[src/rtl/arcade_input_pkg.sv]
// Shared constants for the arcade input mapper: joystick/key-state bit
// layout, rotation modes, coin stretcher states and the fixed PS/2 key map.
package arcade_input_pkg;

    localparam int J_RIGHT = 0;
    localparam int J_LEFT  = 1;
    localparam int J_DOWN  = 2;
    localparam int J_UP    = 3;
    localparam int J_BTN0  = 4;

    // Decoder slot layout; independent of BUTTONS
    localparam int S_RIGHT = 0;
    localparam int S_LEFT  = 1;
    localparam int S_DOWN  = 2;
    localparam int S_UP    = 3;
    localparam int S_BTN0  = 4;
    localparam int S_START = 8;
    localparam int S_COIN  = 9;
    localparam int NSLOT   = 10;

    typedef enum logic [1:0] {
        ROT_NONE     = 2'b00,
        ROT_CCW      = 2'b01,
        ROT_CW       = 2'b10,
        ROT_NONE_ALT = 2'b11
    } rotate_t;

    typedef enum logic [1:0] {
        CS_IDLE,
        CS_PULSE,
        CS_WAIT_REL
    } coin_state_t;

    localparam logic [7:0] KC_ARR_UP    = 8'h75;
    localparam logic [7:0] KC_ARR_DOWN  = 8'h72;
    localparam logic [7:0] KC_ARR_LEFT  = 8'h6B;
    localparam logic [7:0] KC_ARR_RIGHT = 8'h74;

    localparam logic [8:0] KC_P2_UP    = 9'h02D;
    localparam logic [8:0] KC_P2_DOWN  = 9'h02B;
    localparam logic [8:0] KC_P2_LEFT  = 9'h023;
    localparam logic [8:0] KC_P2_RIGHT = 9'h034;

    localparam logic [3:0][8:0] KC_P1_BTN =
        {9'h012, 9'h029, 9'h011, 9'h014};
    localparam logic [3:0][8:0] KC_P2_BTN =
        {9'h01D, 9'h015, 9'h01B, 9'h01C};
    localparam logic [3:0][8:0] KC_START =
        {9'h025, 9'h026, 9'h01E, 9'h016};
    localparam logic [3:0][8:0] KC_COIN =
        {9'h03E, 9'h03D, 9'h036, 9'h02E};

    localparam logic [8:0] KC_F1    = 9'h005;
    localparam logic [8:0] KC_F2    = 9'h006;
    localparam logic [8:0] KC_TEST  = 9'h02C;
    localparam logic [8:0] KC_PAUSE = 9'h04D;

    function automatic logic [NSLOT-1:0] key_slot(
        input logic [1:0] p,
        input logic [8:0] c
    );
        logic [NSLOT-1:0] h;
        h = '0;
        unique case (p)
            2'd0: begin
                h[S_RIGHT] = (c[7:0] == KC_ARR_RIGHT);
                h[S_LEFT]  = (c[7:0] == KC_ARR_LEFT);
                h[S_DOWN]  = (c[7:0] == KC_ARR_DOWN);
                h[S_UP]    = (c[7:0] == KC_ARR_UP);
                for (int b = 0; b < 4; b++)
                    h[S_BTN0+b] = (c == KC_P1_BTN[b]);
                h[S_START] = (c == KC_START[0]) || (c == KC_F1);
            end
            2'd1: begin
                h[S_RIGHT] = (c == KC_P2_RIGHT);
                h[S_LEFT]  = (c == KC_P2_LEFT);
                h[S_DOWN]  = (c == KC_P2_DOWN);
                h[S_UP]    = (c == KC_P2_UP);
                for (int b = 0; b < 4; b++)
                    h[S_BTN0+b] = (c == KC_P2_BTN[b]);
                h[S_START] = (c == KC_START[1]) || (c == KC_F2);
            end
            default: h[S_START] = (c == KC_START[p]);
        endcase
        h[S_COIN] = (c == KC_COIN[p]);
        return h;
    endfunction

endpackage

[src/rtl/coin_stretch.sv]
// Per-player coin pulse stretcher: one fixed-width active-low pulse per
// press; a coin held through reset must be released before it counts.
module coin_stretch
    import arcade_input_pkg::*;
#(
    parameter int COIN_CYCLES = 400000
) (
    input  logic clk_sys,
    input  logic reset_n,
    input  logic raw,
    output logic coin_n
);

    localparam int CW = $clog2(COIN_CYCLES + 1);

    coin_state_t   st_q;
    logic [CW-1:0] cnt_q;
    logic          raw_q;
    logic          coin_n_q;

    // raw_q resets high so a held coin cannot look like a fresh edge
    always_ff @(posedge clk_sys or negedge reset_n) begin
        if (!reset_n) begin
            st_q     <= CS_IDLE;
            cnt_q    <= '0;
            raw_q    <= 1'b1;
            coin_n_q <= 1'b1;
        end else begin
            raw_q <= raw;
            unique case (st_q)
                CS_IDLE: begin
                    if (raw && !raw_q) begin
                        st_q     <= CS_PULSE;
                        cnt_q    <= CW'(COIN_CYCLES - 1);
                        coin_n_q <= 1'b0;
                    end
                end
                CS_PULSE: begin
                    if (cnt_q == '0) begin
                        st_q     <= CS_WAIT_REL;
                        coin_n_q <= 1'b1;
                    end else begin
                        cnt_q <= cnt_q - CW'(1);
                    end
                end
                CS_WAIT_REL: begin
                    if (!raw)
                        st_q <= CS_IDLE;
                end
                default: st_q <= CS_IDLE;
            endcase
        end
    end

    assign coin_n = coin_n_q;

endmodule

[src/rtl/arcade_input_mapper.sv]
// Player input front end: PS/2 key decode merged with hps_io joysticks,
// rotation remap, SOCD cancel, coin stretch, registered active-low outputs.
module arcade_input_mapper
    import arcade_input_pkg::*;
#(
    parameter int PLAYERS     = 2,
    parameter int BUTTONS     = 2,
    parameter int COIN_CYCLES = 400000,
    parameter int SOCD_CANCEL = 1
) (
    input  logic                       clk_sys,
    input  logic                       reset_n,
    input  logic [10:0]                ps2_key,
    input  logic [16*PLAYERS-1:0]      joystick,
    input  logic [1:0]                 rotate,
    output logic [PLAYERS-1:0]         up_n,
    output logic [PLAYERS-1:0]         down_n,
    output logic [PLAYERS-1:0]         left_n,
    output logic [PLAYERS-1:0]         right_n,
    output logic [BUTTONS*PLAYERS-1:0] btn_n,
    output logic [PLAYERS-1:0]         start_n,
    output logic [PLAYERS-1:0]         coin_n,
    output logic                       test_n,
    output logic                       pause
);

    // Key state shares the joystick bit layout for a plain OR merge
    localparam int KS_START = J_BTN0 + BUTTONS;
    localparam int KS_COIN  = J_BTN0 + BUTTONS + 1;
    localparam int KS_W     = J_BTN0 + BUTTONS + 2;

    logic [10:0] ps2_q;
    logic        tog_prev_q;
    logic        primed_q;
    logic        ev;
    logic [8:0]  ev_code;
    logic        ev_make;

    logic [PLAYERS-1:0][KS_W-1:0] kst_q, kst_d;
    logic                         test_q, test_d;
    logic                         pause_st_q, pause_st_d;
    logic [NSLOT-1:0]             hit;

    logic [PLAYERS-1:0]         up_q, up_d;
    logic [PLAYERS-1:0]         down_q, down_d;
    logic [PLAYERS-1:0]         left_q, left_d;
    logic [PLAYERS-1:0]         right_q, right_d;
    logic [BUTTONS*PLAYERS-1:0] btn_q, btn_d;
    logic [PLAYERS-1:0]         start_q, start_d;
    logic                       test_n_q;
    logic                       pause_q;
    logic [PLAYERS-1:0]         coin_raw;

    logic [KS_W-1:0] raw;
    logic            ru, rd, rl, rr;
    logic            u, d, l, r;
    logic            unused_joy;

    assign unused_joy = ^joystick;

    assign ev      = primed_q && (ps2_q[10] != tog_prev_q);
    assign ev_make = ps2_q[9];
    assign ev_code = ps2_q[8:0];

    always_comb begin
        kst_d      = kst_q;
        test_d     = test_q;
        pause_st_d = pause_st_q;
        hit        = '0;
        if (ev) begin
            for (int p = 0; p < PLAYERS; p++) begin
                hit = key_slot(2'(p), ev_code);
                for (int s = 0; s < NSLOT; s++) begin
                    if (hit[s]) begin
                        if (s < S_BTN0)
                            kst_d[p][s] = ev_make;
                        else if (s == S_START)
                            kst_d[p][KS_START] = ev_make;
                        else if (s == S_COIN)
                            kst_d[p][KS_COIN] = ev_make;
                        else if (s - S_BTN0 < BUTTONS)
                            kst_d[p][s] = ev_make;
                    end
                end
            end
            if (ev_code == KC_TEST)
                test_d = ev_make;
            if (ev_code == KC_PAUSE && ev_make)
                pause_st_d = ~pause_st_q;
        end
    end

    always_comb begin
        up_d     = '1;
        down_d   = '1;
        left_d   = '1;
        right_d  = '1;
        btn_d    = '1;
        start_d  = '1;
        coin_raw = '0;
        raw      = '0;
        {ru, rd, rl, rr} = 4'b0;
        {u, d, l, r}     = 4'b0;
        for (int p = 0; p < PLAYERS; p++) begin
            raw = kst_q[p] | joystick[16*p +: KS_W];
            ru  = raw[J_UP];
            rd  = raw[J_DOWN];
            rl  = raw[J_LEFT];
            rr  = raw[J_RIGHT];
            unique case (rotate_t'(rotate))
                ROT_CCW: {u, d, l, r} = {rl, rr, rd, ru};
                ROT_CW:  {u, d, l, r} = {rr, rl, ru, rd};
                default: {u, d, l, r} = {ru, rd, rl, rr};
            endcase
            if (SOCD_CANCEL != 0) begin
                if (u && d) {u, d} = 2'b00;
                if (l && r) {l, r} = 2'b00;
            end
            up_d[p]    = ~u;
            down_d[p]  = ~d;
            left_d[p]  = ~l;
            right_d[p] = ~r;
            btn_d[BUTTONS*p +: BUTTONS] = ~raw[J_BTN0 +: BUTTONS];
            start_d[p]  = ~raw[KS_START];
            coin_raw[p] = raw[KS_COIN];
        end
    end

    // First cycle after reset only seeds the toggle history
    always_ff @(posedge clk_sys or negedge reset_n) begin
        if (!reset_n) begin
            ps2_q      <= '0;
            tog_prev_q <= 1'b0;
            primed_q   <= 1'b0;
            kst_q      <= '0;
            test_q     <= 1'b0;
            pause_st_q <= 1'b0;
            up_q       <= '1;
            down_q     <= '1;
            left_q     <= '1;
            right_q    <= '1;
            btn_q      <= '1;
            start_q    <= '1;
            test_n_q   <= 1'b1;
            pause_q    <= 1'b0;
        end else begin
            ps2_q      <= ps2_key;
            primed_q   <= 1'b1;
            tog_prev_q <= primed_q ? ps2_q[10] : ps2_key[10];
            kst_q      <= kst_d;
            test_q     <= test_d;
            pause_st_q <= pause_st_d;
            up_q       <= up_d;
            down_q     <= down_d;
            left_q     <= left_d;
            right_q    <= right_d;
            btn_q      <= btn_d;
            start_q    <= start_d;
            test_n_q   <= ~test_q;
            pause_q    <= pause_st_q;
        end
    end

    for (genvar p = 0; p < PLAYERS; p++) begin : g_coin
        coin_stretch #(
            .COIN_CYCLES(COIN_CYCLES)
        ) u_coin (
            .clk_sys(clk_sys),
            .reset_n(reset_n),
            .raw    (coin_raw[p]),
            .coin_n (coin_n[p])
        );
    end

    assign up_n    = up_q;
    assign down_n  = down_q;
    assign left_n  = left_q;
    assign right_n = right_q;
    assign btn_n   = btn_q;
    assign start_n = start_q;
    assign test_n  = test_n_q;
    assign pause   = pause_q;

endmodule
[config.mk]
export PLATFORM = sky130hd
export DESIGN_NAME = arcade_input_mapper
export DESIGN_NICKNAME = d
export VERILOG_FILES = /design/src/rtl/arcade_input_pkg.sv /design/src/rtl/coin_stretch.sv /design/src/rtl/arcade_input_mapper.sv
export SDC_FILE = /design/constraint.sdc
export NUM_CORES = 1
export LEC_CHECK = 0
export BUFFER_PORTS_ARGS = -buffer_cell sky130_fd_sc_hd__buf_4
export CAP_MARGIN = 20
export CORE_UTILIZATION = 57
export CTS_CLUSTER_SIZE = 12
export DETAILED_ROUTE_END_ITERATION = 16
export PLACE_DENSITY = 0.86
export SLEW_MARGIN = 30
export SYNTH_ARGS = -nofsm -noshare
export SYNTH_HDL_FRONTEND = slang
export SYNTH_SLANG_ARGS = --single-unit
[constraint.sdc]
create_clock -name clk_sys -period 2.7 [get_ports clk_sys]
set_clock_uncertainty 0.1 [all_clocks]
set_input_delay 0.135 -clock clk_sys [delete_from_list [all_inputs] [get_ports clk_sys]]
set_output_delay 0.135 -clock clk_sys [all_outputs]
set_load 0.03 [all_outputs]
Word level (Yosys, flattened, before mapping). Cells that the tools add are included.

Add/sub/neg operators: 2. Mux-type cells: 39. Equality and inequality tests: 39. Bitwise logic cells: 16. Reduce and logical (&&, ||, !) cells: 42.

Operators with widths (count): $eq 9x5->1 const B (9); $mux 19 (4); $pmux 19 s2 (2); $eq 9x6->1 const B (8); $logic_not 19->1 (2); $sub 19x1->19 const B (2); $reduce_and 2->1 (18); $eq 8x7->1 const B (4); $pmux 1 s2 (10); $eq 9x3->1 const B (2); $mux 9 (2); $reduce_and 3->1 (6); $or 8x8->8 (2); $mux 1 (13); $mux 2 (6); $not 1->1 (12); $pmux 2 s3 (2); $eq 9x7->1 const B (1); $logic_and 1x1->1 (8); $ne 2x1->1 const B (4); $ne 2x2->1 const B (4); $eq 2x1->1 const B (3); $eq 2x2->1 const B (3); $logic_not 2->1 (2); other kinds (5) (9).

Word-level logic and storage cells: 175. Input bits: 47. Register bits after elaboration: 93. Output and inout port bits: 18.

Longest topological paths before layout.
Word-level depth: 5. Gate-level depth with buffers: 7. Depth with buffers taken out: 7.

Hierarchy. Synthesis repeated with hierarchy kept, for this count alone.

Cell total of the unflattened synthesis: 430. Area, all modules: 4518.1 um^2.

Modules (own cells, without submodules): arcade_input_mapper (seq. area each 1194.9 um^2, area each 1966.9 um^2, times used 1, cells an instance 164); coin_stretch at g_coin[0].u_coin (seq. area each 578.1 um^2, area each 1290.0 um^2, times used 1, cells an instance 130); coin_stretch at g_coin[1].u_coin (seq. area each 578.1 um^2, area each 1261.2 um^2, times used 1, cells an instance 136).

Least setup slack after synthesis. OpenSTA, ideal clock, no wires.

Path kind: flip-flop to flip-flop. From: register g_coin[1].u_coin.cnt_q[0]. To: register g_coin[1].u_coin.cnt_q[17]. Setup slack: 465 ps. Path buffers: 0. Setup time: 131 ps. Stages on the path, launching flop included: 8. Required time: 2469 ps. Clock period less this slack: 2235 ps. Arrival time: 2003 ps. Cells stage by stage: dfrtp_1 > inv_1 > ha_1 > or4b_4 > nor4_4 > a21oi_2 > and3_1 > or3_1.

Cells in the longest elaborated chain, start to end: 3. Elaborated cells between the ends (all ways): 6. Those cells by class: 1 x add/sub; 1 x eq/ne; 2 x mux; 2 x reduce/logical.

Ends and longest elaborated chain: start, declared (RTL line coin_stretch.sv:17) `logic [CW-1:0] cnt_q;`; start signal, assigned (RTL line coin_stretch.sv:34) `cnt_q <= CW'(COIN_CYCLES - 1);`; start signal, assigned (RTL line coin_stretch.sv:43) `cnt_q <= cnt_q - CW'(1);`; $sub 19x1->19 / $logic_not 19->1 (equally long branches) (RTL line coin_stretch.sv:43, coin_stretch.sv:39); $mux 19 / $ne 2x2->1 (equally long branches); $pmux 19 s2 / $reduce_and 3->1 (equally long branches).

Several ways; a longest one is shown, not always the timed one. The select of a mux whose other input is x is not followed. A chain may end at the register's enable or synchronous reset.

Final worst setup path. Same ends and word-level chain as after synthesis.

==> flow_summary.ini <==
[timing]
tns_ns = 0
rsz0062_at_grt = false
min_period_ns = 2.41
setup_viol = 0
relSlewSlack_pct = 51.0
min_period_over_period_pct = 89.3
hold_ws_ns = 0.0698
worstMarginPinSlew_ns = 0.735
hold_viol_final = 0
fmax_mhz = 415
finalMaxSlewViolations = 0

[clock_tree]
cts_tree = built
clockBufferDepth = 2
clkLatencyLatePin_ns = 0.37
clk_pin_slew_ns = 0.09
htreeDepth = 3
cts_setup_buffers = 0
cts_sinks = 93
cts_buffers = 9
clockRootBuffer = clkbuf_8

[pwr]
leakagePower_nw = 2.23
irDropWorstVdd_mv = 0.560
p_switching_mw = 1.00
swShare_pct = 28.8
power_mw = 3.48
internal-power_mw = 2.48
seq_power_share_pct = 50.2
p_clk_share_pct = 32.6
powerDensity_nw_per_um2 = 669
combPwrFrac_pct = 17.1

[drt]
drt_iter0_drc = 184
highest_layer = met4
vias = 3354
detail_route.wl_per_cell_um = 15.6
firstDrtPassIters = 5
dr_wl_met3_um = 371
ant_nets = 0
met2_length_um = 4760
drc = 0
wl_um = 8980
via_per_inst = 5.81
met1_length_um = 3670

[cells_and_area]
num-nets-final = 524
drive_above_1_share_pct = 26.2
antennaDiodeCount = 0
area_growth_pct = 21.4
stdcell_area_um2 = 5200

[die]
rows = 31
die_w_um = 88.7
die-height_um = 88.7
boundaryPins = 65
initial_core_util_pct = 59.1
die_area_um2 = 7870
core-area_um2 = 7250

[worst_hold_path]
hold_depth = 5
hold_class = input pin to register
min_from = joystick[2]

[synthesis]
synth_cell_types = 58
yosysSeqAreaShare_pct = 54.9
syn_avg_cell_area_um2 = 10.7
synth_edf_count = 0
netlist_area_um2 = 4280
async_flop_share_pct = 100
ys_seq_elements = 93
syn-num-nets = 451
ys.flop_type = dfrtp_1
synthCells = 400
ys.warnings.count = 0

[place]
dpl_cell_area_um2 = 4760
placement.io_buffers = 48
dp_hpwl_um = 5830
gp_congestion = 0.885

[grt]
track_usage_pct = 24.9
grt_pass1_vias = 3386
overflow = 0
grt_pass1_wl_um = 14800
grt_max_degree = 86
antenna_found_initial = 0

[worst_setup_path]
arrival_ns = 2.56
worst_setup_path_start_kind = register
cp_max_fo = 6
required_ns = 2.85
reg2reg_slack_ns = 0.29
crit_type = register to register
startpoint = g_coin[1].u_coin.cnt_q[0]
endpoint_kind = register
reg2reg_depth = 7
r2r_start = g_coin[1].u_coin.cnt_q[0]

[run_status]
status = finished clean

[job]
cap_violations = 0
==> critical path: stages, from the launching register on <==
cell	delay, ns
dfrtp_1	0.40
inv_1	0.10
ha_1	0.18
or4b_4	0.52
nor4_4	0.35
a21oi_2	0.16
and3_1	0.18
or3_1	0.30
==> registers in the layout, summed over array words and instances, names as in the netlist, 4 cells and up <==
signal               cells
ps2_q                   11
btn_n                    4
kst_q                   16
g_coin.u_coin.st_q       4
g_coin.u_coin.cnt_q     38
==> power groups by stage <==
stage / clock network, mW / logic [mW] / registers, mW
3_5_place_dp: 0 / 0.565 / 1.76
4_1_cts: 1.14 / 0.598 / 1.74
6_report: 1.13 / 0.596 / 1.75
5_1_grt: 1.19 / 0.665 / 1.77
2_1_floorplan: 0 / 0.365 / 1.76
3_3_place_gp: 0 / 0.534 / 1.75
==> cell type report <==
cell class                 instances  area [um^2]
fill                             492         2050
timing repair buffer              72          594
multi-input combinational        282         1830
clock buffer                       9          124
tap                               99          124
clock inverter                     7          120
inverter                          15         56.3
sequential                        93         2350
==> cell families (layout without fill, tap and decap cells) <==
kind of cell	after synthesis	count (layout)	synth area share, %
xor gates and xnor gates	8	8	1.64
and+or+nand+nor	179	179	23.2
adders and majority gates	4	4	1.17
muxes	27	27	6.86
AOI/OAI and AO/OA	63	63	9.84
DFF	93	93	54.9
buffers and inverters	25	103	2.37
other	1	1	0.0875
==> layer usage <==
metal | global-route usage, % | vias up
met1 | 29.8 | 1651
met2 | 43.2 | 98
met5 | 0 | -
met4 | 11.4 | 0
li1 | - | 1590
met3 | 5.22 | 15
==> per-stage QoR <==
| stage | setup WS (ns) | util [%] | instances |
|---|---|---|---|
| 4_1_cts | 0.297 | 71.7 | 577 |
| 6_report | 0.289 | 71.7 | 577 |
| 2_1_floorplan | 0.465 | - | 400 |
| 3_5_place_dp | 0.305 | 65.6 | 541 |
| 3_3_place_gp | 0.351 | 65.5 | 541 |
| 5_1_grt | 0.112 | 71.7 | 577 |
==> cells in the mapped netlist, types with 2 or more instances <==
library cell  count  share of area, %
dfrtp_1          74                43
nand2_1          40               3.5
nor2_1           25               2.2
nor3_1           24               2.8
dfstp_2          19                12
mux2_2           19               5.0
nor4_1           17               2.5
o21ai_0          17               2.0
inv_1            15               1.3
nand2b_1         13               1.9
nand3_1          12               1.4
or2_2            10               1.5
a21oi_1           8              0.93
a22oi_1           8               1.4
mux2i_1           8               1.9
or3_1             8               1.2
clkbuf_1          7              0.61
nor2b_1           6              0.88
or4_1             5              0.88
ha_1              4               1.2
o211ai_1          4              0.70
o31ai_1           4              0.70
o41ai_1           4              0.82
xnor2_1           4              0.82
xor2_1            4              0.82
a211oi_1          2              0.35
buf_4             2              0.35
nand4_1           2              0.29
nand4b_1          2              0.41
nor3b_1           2              0.35
nor4bb_1          2              0.47
o31a_1            2              0.41
or4_4             2              0.53
==> what timing repair did <==
action / CTS / global route
hold buffers: 20 / 0
endpoints found under the hold margin: 94 / 0
gates resized for setup: 0 / 0
==> final timing paths <==
kind                                                    to
max in group asynchronous           g_coin[0].u_coin.raw_q
worst max register to register  g_coin[1].u_coin.cnt_q[17]
worst max-delay path            g_coin[1].u_coin.cnt_q[17]
worst min-delay path                             down_n[0]
worst min register to register                      test_n
min in group asynchronous       g_coin[1].u_coin.cnt_q[15]
==> layout by cell type (no fill, tap or decap), types with 17 or more instances in the layout <==
| cell type | count |
|---|---|
| o21ai_0 | 17 |
| dfstp_2 | 19 |
| nand2_1 | 40 |
| buf_4 | 51 |
| mux2_2 | 19 |
| dfrtp_1 | 74 |
| dlygate4sd3_1 | 20 |
| nor4_1 | 17 |
| nor3_1 | 24 |
| nor2_1 | 25 |
No activity file was read; power rests on OpenSTA's default activity.
